<file path="src/rtl/fetch_unit_pkg.sv">
// Shared definitions for the instruction-fetch stage.
package fetch_unit_pkg;

  localparam int unsigned      FETCH_XLEN     = 32;
  localparam logic [31:0]      FETCH_RESET_PC = 32'h0000_0000;

  typedef enum logic [1:0] {
    ST_BOOT  = 2'd0,
    ST_REQ   = 2'd1,
    ST_DRAIN = 2'd2,
    ST_HOLD  = 2'd3
  } fetch_state_e;

endpackage

</file>
<file path="src/rtl/fetch_pc_gen.sv">
// Next-PC candidates for the fetch stage: sequential pc+4 and word-aligned
// redirect target, plus detection of a non-word-aligned target.
module fetch_pc_gen #(
  parameter int unsigned XLEN = 32
) (
  input  logic [XLEN-1:0] pc_i,
  input  logic [XLEN-1:0] target_i,
  output logic [XLEN-1:0] pc_plus4_o,
  output logic [XLEN-1:0] target_aligned_o,
  output logic            misaligned_o
);

  // pc+4 wraps naturally at 2^XLEN; low target bits are cleared but reported
  always_comb begin
    pc_plus4_o       = pc_i + XLEN'(3'd4);
    target_aligned_o = {target_i[XLEN-1:2], 2'b00};
    misaligned_o     = |target_i[1:0];
  end

endmodule

</file>
<file path="src/rtl/fetch_unit.sv">
// Instruction-fetch stage: owns the PC, requests words from instruction
// memory (req/ack) and hands them to decode (valid/ready). Redirects from
// execute squash whatever is in flight or held.
//
// state    | meaning
// ---------+-----------------------------------------------------------
// ST_BOOT  | just out of reset, no request yet
// ST_REQ   | request outstanding for addr_q; a returned word is kept
// ST_DRAIN | request outstanding but redirected; returned word is dropped
// ST_HOLD  | instruction presented to decode, waiting for i_Ready
import fetch_unit_pkg::*;

module fetch_unit #(
  parameter int unsigned     XLEN     = FETCH_XLEN,
  parameter logic [XLEN-1:0] RESET_PC = FETCH_RESET_PC
) (
  input  logic            i_clk,
  input  logic            i_rst,
  input  logic            i_DoBranch,
  input  logic            i_Jump,
  input  logic [XLEN-1:0] i_Target,
  output logic            o_IM_req,
  output logic [XLEN-1:0] o_IM_addr,
  input  logic            i_IM_ack,
  input  logic [XLEN-1:0] i_IM_data,
  output logic            o_Valid,
  input  logic            i_Ready,
  output logic [XLEN-1:0] o_Instr,
  output logic [XLEN-1:0] o_PC,
  output logic            o_Misaligned
);

  fetch_state_e    state_q, state_d;
  logic [XLEN-1:0] pc_q, pc_d;
  logic [XLEN-1:0] addr_q, addr_d;
  logic [XLEN-1:0] instr_q, instr_d;
  logic [XLEN-1:0] opc_q, opc_d;
  logic            valid_q, valid_d;
  logic            req_q, req_d;
  logic            mis_q, mis_d;

  logic            redirect;
  logic [XLEN-1:0] pc_plus4;
  logic [XLEN-1:0] tgt;
  logic            tgt_mis;

  assign redirect = i_DoBranch | i_Jump;

  fetch_pc_gen #(.XLEN(XLEN)) u_pc_gen (
    .pc_i             (pc_q),
    .target_i         (i_Target),
    .pc_plus4_o       (pc_plus4),
    .target_aligned_o (tgt),
    .misaligned_o     (tgt_mis)
  );

  // Next-state and datapath updates; the request is never withdrawn before ack
  always_comb begin
    state_d = state_q;
    pc_d    = pc_q;
    addr_d  = addr_q;
    instr_d = instr_q;
    opc_d   = opc_q;
    valid_d = valid_q;

    unique case (state_q)
      ST_BOOT: begin
        if (redirect) pc_d = tgt;
        addr_d  = pc_d;
        state_d = ST_REQ;
      end
      ST_REQ: begin
        if (i_IM_ack) begin
          if (redirect) begin
            pc_d   = tgt;
            addr_d = tgt;
          end else begin
            instr_d = i_IM_data;
            opc_d   = addr_q;
            valid_d = 1'b1;
            state_d = ST_HOLD;
          end
        end else if (redirect) begin
          pc_d    = tgt;
          state_d = ST_DRAIN;
        end
      end
      ST_DRAIN: begin
        if (redirect) pc_d = tgt;
        if (i_IM_ack) begin
          addr_d  = pc_d;
          state_d = ST_REQ;
        end
      end
      ST_HOLD: begin
        if (redirect) begin
          valid_d = 1'b0;
          pc_d    = tgt;
          addr_d  = tgt;
          state_d = ST_REQ;
        end else if (i_Ready) begin
          valid_d = 1'b0;
          pc_d    = pc_plus4;
          addr_d  = pc_plus4;
          state_d = ST_REQ;
        end
      end
      default: state_d = ST_BOOT;
    endcase

    // Request output is registered from the state we are entering
    req_d = (state_d == ST_REQ) || (state_d == ST_DRAIN);
    mis_d = redirect & tgt_mis;
  end

  // State and output registers with asynchronous reset
  always_ff @(posedge i_clk or posedge i_rst) begin
    if (i_rst) begin
      state_q <= ST_BOOT;
      pc_q    <= RESET_PC;
      addr_q  <= RESET_PC;
      instr_q <= '0;
      opc_q   <= '0;
      valid_q <= 1'b0;
      req_q   <= 1'b0;
      mis_q   <= 1'b0;
    end else begin
      state_q <= state_d;
      pc_q    <= pc_d;
      addr_q  <= addr_d;
      instr_q <= instr_d;
      opc_q   <= opc_d;
      valid_q <= valid_d;
      req_q   <= req_d;
      mis_q   <= mis_d;
    end
  end

  assign o_IM_req     = req_q;
  assign o_IM_addr    = addr_q;
  assign o_Valid      = valid_q;
  assign o_Instr      = instr_q;
  assign o_PC         = opc_q;
  assign o_Misaligned = mis_q;

endmodule

</file>
<file path="config.mk">
export PLATFORM = sky130hd
export DESIGN_NAME = fetch_unit
export DESIGN_NICKNAME = d
export VERILOG_FILES = /design/src/rtl/fetch_unit_pkg.sv /design/src/rtl/fetch_pc_gen.sv /design/src/rtl/fetch_unit.sv
export SDC_FILE = /design/constraint.sdc
export NUM_CORES = 1
export LEC_CHECK = 0
export CAP_MARGIN = 25
export CORE_MARGIN = 3
export CORE_UTILIZATION = 45
export DETAILED_ROUTE_END_ITERATION = 12
export DONT_BUFFER_PORTS = 1
export GPL_TIMING_DRIVEN = 0
export PLACE_DENSITY_LB_ADDON = 0.05
export SETUP_SLACK_MARGIN = 0.3
export SLEW_MARGIN = 40
export SYNTH_ARGS = -nofsm -noshare
export SYNTH_HDL_FRONTEND = slang
export SYNTH_SLANG_ARGS = --single-unit
</file>
<file path="constraint.sdc">
create_clock -name i_clk -period 9.15 [get_ports i_clk]
set_clock_uncertainty 0.15 [all_clocks]
set_input_delay 0.4575 -clock i_clk [delete_from_list [all_inputs] [get_ports i_clk]]
set_output_delay 0.4575 -clock i_clk [all_outputs]
set_load 0.01 [all_outputs]
</file>
# After elaboration in Yosys (flattened, before gate mapping)
# Index checks and enable logic that the tools add are counted.
totals:
  output_inout_bits: 99
  latchBits: 0
  rom_bits: 0
  mem_count: 0
  mem_bits_rw: 0
  reg_bits: 133
  in_bits: 70
classes:
  add_sub_neg: 1
  n_shift: 0
  n_reduce_logical: 8
  n_lt_le_gt_ge: 0
  n_div: 0
  bitwise_logic: 3
  muxes: 20
  n_mul: 0
  n_eq_ne: 10
op_table:
  columns: ["cell", "n"]
  rows:
  - ["32-bit 2-to-1 mux", 6]
  - ["32-bit case mux with 4 select lines", 1]
  - ["32-bit case mux with 2 select lines", 1]
  - ["32-bit by 3-bit adder with 32-bit output, second input constant", 1]
  - ["2-bit 2-to-1 mux", 6]
  - ["2-bit != test, second input constant", 4]
  - ["2-bit case mux with 4 select lines", 1]
  - ["4-bit AND reduction", 2]
  - ["2-bit equality test, second input constant", 3]
  - ["2-bit by 1-bit equality test with 1-bit output, second input constant", 2]
  - ["1-bit 2-to-1 mux", 4]
  - ["3-bit != test, second input constant", 1]
  - ["3-bit AND reduction", 1]
  - ["3-bit OR reduction", 1]
  - ["2-bit logical NOT", 1]
  - ["1-bit case mux with 2 select lines", 1]
  - ["2-bit nonzero test", 1]
  - ["2-bit OR reduction", 1]
  - ["1-bit AND", 1]
  - ["1-bit logical OR", 1]
  - ["1-bit inverter", 1]
  - ["1-bit bitwise OR", 1]

# Logic depth before layout (Yosys ltp)
logic_depth:
  ltp_word: 6
  ltp_mapped: 8

# By module
# Synthesis repeated with hierarchy kept, for this count alone.
unflattened:
  cells_unflattened: 684
  area_unflattened_um2: 7161.9
by_module_without_submodules:
  columns: ["module", "area_per_inst_um2", "cells_per_inst", "n_inst"]
  rows:
  - ["fetch_unit", 6331.1, 567, 1]
  - ["fetch_pc_gen", 830.8, 117, 1]

# Least setup slack after synthesis
# OpenSTA, ideal clock, no wires.
synth_path:
  path_type: "register to register"
  start: "register pc_q[2]"
  end: "register pc_q[20]"
  arrival_ps: 2120
  setup_time_ps: 66
  synth_period_minus_slack_ps: 2337
  setup_slack_ps: 6813
  t_required_ps: 8934
  path_stages_with_launch: 7
  n_path_buf: 0
  cell_sequence: "dfrtp_1 ha_1 nand4_1 or4_1 or4_1 a21oi_1 a221o_1"
synth_between:
  elab_chain_cells: 4
synth_lines:
  columns: ["element", "line_no", "source"]
  rows:
  - ["start, declared", "fetch_unit.sv:34", "logic [XLEN-1:0] pc_q, pc_d;"]
  - ["start signal, assigned", "fetch_unit.sv:129", "pc_q <= pc_d;"]
  - ["32-bit by 3-bit adder with 32-bit output", "fetch_pc_gen.sv:15", "pc_plus4_o = pc_i + XLEN'(3'd4);"]
  - ["32-bit 2-to-1 mux", "fetch_unit.sv:101", "end else if (i_Ready) begin"]
  - ["32-bit 2-to-1 mux", "fetch_unit.sv:96", "if (redirect) begin"]
  - ["32-bit case mux with 2 select lines", "fetch_unit.sv:66", "unique case (state_q)"]
# Every way passes these cells. The select of a mux whose other input is x is not followed.
# A chain may end at the register's enable or synchronous reset.

# Final worst setup path
layout_path:
  start: "register pc_q[2]"
  end: "register addr_q[24] (netlist: o_IM_addr[24])"
layout_between:
  elab_chain_cells: 4
layout_lines:
  columns: ["element", "line_no", "source"]
  rows:
  - ["32-bit by 3-bit adder with 32-bit output", "fetch_pc_gen.sv:15", null]
  - ["32-bit 2-to-1 mux", "fetch_unit.sv:101", null]
  - ["32-bit 2-to-1 mux", "fetch_unit.sv:96", null]
  - ["32-bit case mux with 4 select lines", "fetch_unit.sv:66", null]
  - ["end signal, assigned", "fetch_unit.sv:130", "addr_q <= addr_d;"]
  - ["end, declared", "fetch_unit.sv:35", "logic [XLEN-1:0] addr_q, addr_d;"]
# Every way passes these cells. The select of a mux whose other input is x is not followed.

==> flow_metrics.tcl <==
set metrics [dict create \
    synthArstFlopShare 1.00 \
    clk_pin_slew_worst_paths_ns 0.06 \
    die_y_um 130 \
    synth_flop_cell "dfrtp_1" \
    setup-violations-final 0 \
    grtUsageMet1 0.357 \
    hp-class "in2reg" \
    drive_gt1_frac 0.162 \
    drt_iter0_drc 500 \
    slew_headroom 0.407 \
    wl_um 22200 \
    ctsRootBufferMaster "clkbuf_16" \
    syn_area_per_cell_um2 9.86 \
    postRouteAntennaNets 0 \
    max_stage_delay_ns 0.84 \
    critPathKind "reg2reg" \
    post_cts_resized 0 \
    layout_common_cells "dfrtp_1 (133), nand2_1 (66), mux2_2 (65)" \
    io_pins 169 \
    cts_buffers 17 \
    grt_max_degree 69 \
    synthSimpleGateAreaFrac 0.152 \
    synth_top_family_by_area "compound AO/OA/AOI/OAI gates" \
    finalHoldViolCount 0 \
    antenna_cells 0 \
    crit_path_start "pc_q[2]$_DFFE_PP0N_" \
    die_area_um2 16800 \
    power.leakage_nw 3.14 \
    start_kind "flip-flop" \
    slew_violations 0 \
    final-seq-area_um2 3330 \
    nNetsFinal 794 \
    placed_cell_area_um2 7160 \
    drv_cap 0 \
    num_rows 44 \
    wl_per_cell_um 24.1 \
    critical_path_arrival_ns 3.24 \
    cp_cell_sequence "ha_1 -> nand4_1 -> nor4_1 -> buf_2 -> nand3_1 -> mux2i_1 -> o211ai_1" \
    fp.dieW_um 130 \
    multi_input_area_um2 3300 \
    start_util 0.467 \
    rrSetupSlack_ns 6.03 \
    worstSetupEndpointType "flip-flop" \
    setup_slack_ns 6.03 \
    dr.pass1.iters 5 \
    worst_slew_pin_slew_ns 0.881 \
    r2r_end "o_IM_addr[24]$_DFFE_PP0P_" \
    dpl.cell_count 884 \
    synth_compound_area_frac 0.155 \
    synthAdderAreaFrac 0.00182 \
    crit_fanout 10 \
    dpl_worst_slack_ns 5.78 \
    synth.area.mux_share 0.124 \
    synth_seq_cells 133 \
    fin_cells 919 \
    power_density_nw_per_um2 307 \
    gp_congestion 0.900 \
    vias 5798 \
    seq_area_frac_synth 0.483 \
    cts_sinks 133 \
    yosysWarnings 0 \
    reg2reg_depth 7 \
    core_area_um2 14800 \
    met3_usage 0.0745 \
    cts_max_level 4 \
    io_buffers 0 \
    synth_area_um2 6890 \
    clk_latency_ns 0.42 \
    vias_per_cell 6.31 \
    cts_tree "built" \
    dp_hpwl_um 15600 \
    status "completed" \
    endpoint "o_IM_addr[24]$_DFFE_PP0P_" \
    antenna_found_initial 0 \
    syn_to_final_growth_pct 12.9 \
    synth_edf_count 0 \
    rsz0062_at_grt "false" \
    synth_xor_area_frac 0.0457 \
    synthCells 699 \
    cpMaxStageDelayCell "nor4_1" \
    postLayoutCoreUtil 0.527 \
    clk_path_buf_depth 2 \
    drc_errors 0 \
    synth.distinct_cells 57 \
    r2r_start "pc_q[2]$_DFFE_PP0N_" \
    nFillCells 1343 \
    use_met2 0.400 \
    grt.busiest_layer "met2" \
    grt_overflow 0 \
    grt_first_pass_wirelength_um 33100 \
    final_area_um2 7780 \
    finalSetupTns_ns 0 \
    grt_pass1_vias 5692 \
    grt_usage 0.261 \
    crit_required_ns 9.27 \
    period_share 0.341 \
    period_needed_ns 3.12 \
    fmax_mhz 320 \
    synth_fp_nets 770 \
    final_common_cell "dfrtp_1" \
    ir_drop_uv 146 \
]
[synth_stat cells, types with 6 or more instances]
master      n  area share
mux2_2     65        0.11
dfrtp_1   133        0.48
xnor2_1    26       0.033
nor4_1      7      0.0064
or4_1       6      0.0065
nor3_1     20       0.015
a21oi_1    44       0.032
o21ai_0    47       0.034
a31oi_1     8      0.0073
inv_1      11      0.0060
nand2_1    66       0.036
o221ai_1   10       0.013
clkbuf_1   44       0.024
xor2_1     10       0.013
nand3_1    18       0.013
a211o_1     6      0.0076
mux2i_1    12       0.017
buf_2       9      0.0065
nand4_1    15       0.014
nor2_1     52       0.028
[worst min-delay path by stage]
stage                              from                    to  slack, ns  depth (start not counted)
detailed placement                i_rst  o_PC[31]$_DFFE_PP0P_       0.23                          1
CTS                        i_Target[24]  pc_q[24]$_DFFE_PP0N_      0.004                          2
global route               i_Target[26]  pc_q[26]$_DFFE_PP0N_       0.02                          2
global placement    pc_q[0]$_DFFE_PP0N_   pc_q[0]$_DFFE_PP0N_       0.32                          1
floorplan           pc_q[0]$_DFFE_PP0N_   pc_q[0]$_DFFE_PP0N_       0.30                          1
finish                     i_Target[26]  pc_q[26]$_DFFE_PP0N_       0.01                          2
[repair_timing]
item / in CTS / in global routing
hold buffers: 4 / 0
setup buffers: 0 / 0
endpoints found under the hold margin: 68 / 0
[kinds of logic after synthesis]
family / count (synthesis)
AND/OR/NAND/NOR: 215
AO/OA/AOI/OAI: 168
buffers and inverters: 69
flip-flops: 133
multiplexers: 77
XOR/XNOR: 36
adder cells (fa/ha/maj): 1
[per-layer routing]
| layer | part of all wire | vias up |
|---|---|---|
| li1 | - | 2578 |
| met1 | 0.42 | 2857 |
| met2 | 0.45 | 329 |
| met3 | 0.10 | 34 |
| met4 | 0.025 | 0 |
| met5 | 0 | - |
[critical path: cells and delay by family (launching register included)]
family                   cells  cell delay, ns
AO/OA/AOI/OAI                1            0.15
adder cells (fa/ha/maj)      1            0.26
buffers and inverters        1            0.37
flip-flops                   1            0.44
multiplexers                 1            0.27
AND/OR/NAND/NOR              3            1.32
[sequential cells by signal, indices dropped and copies added, names as in the netlist]
register	count
o_IM_addr	32
o_Instr	32
o_PC	32
pc_q	32
state_q	2
o_IM_req	1
o_Misaligned	1
o_Valid	1
[power by group]
group / leakage, nW / total (mW) / internal, mW / switching, mW
Sequential: 1.59 / 1.09 / 0.813 / 0.281
Clock: 0.278 / 0.662 / 0.405 / 0.257
Combinational: 1.28 / 0.629 / 0.261 / 0.368
[layout make-up]
type | instances | area share
sequential | 133 | 0.428
inverter | 11 | 0.00627
multi-input combinational | 497 | 0.425
timing repair buffer | 5 | 0.00868
tap | 184 | 0.0296
buffer | 58 | 0.0294
clock inverter | 13 | 0.0172
clock buffer | 18 | 0.0564
[per-stage QoR]
step           power [mW]  hold WS (ns)
5_1_grt              2.52        0.0205
2_1_floorplan        1.49         0.300
3_3_place_gp         1.70         0.316
3_5_place_dp         1.73         0.233
4_1_cts              2.40       0.00351
6_report             2.39        0.0128
Note: power is estimated with default switching activity, not from simulation.
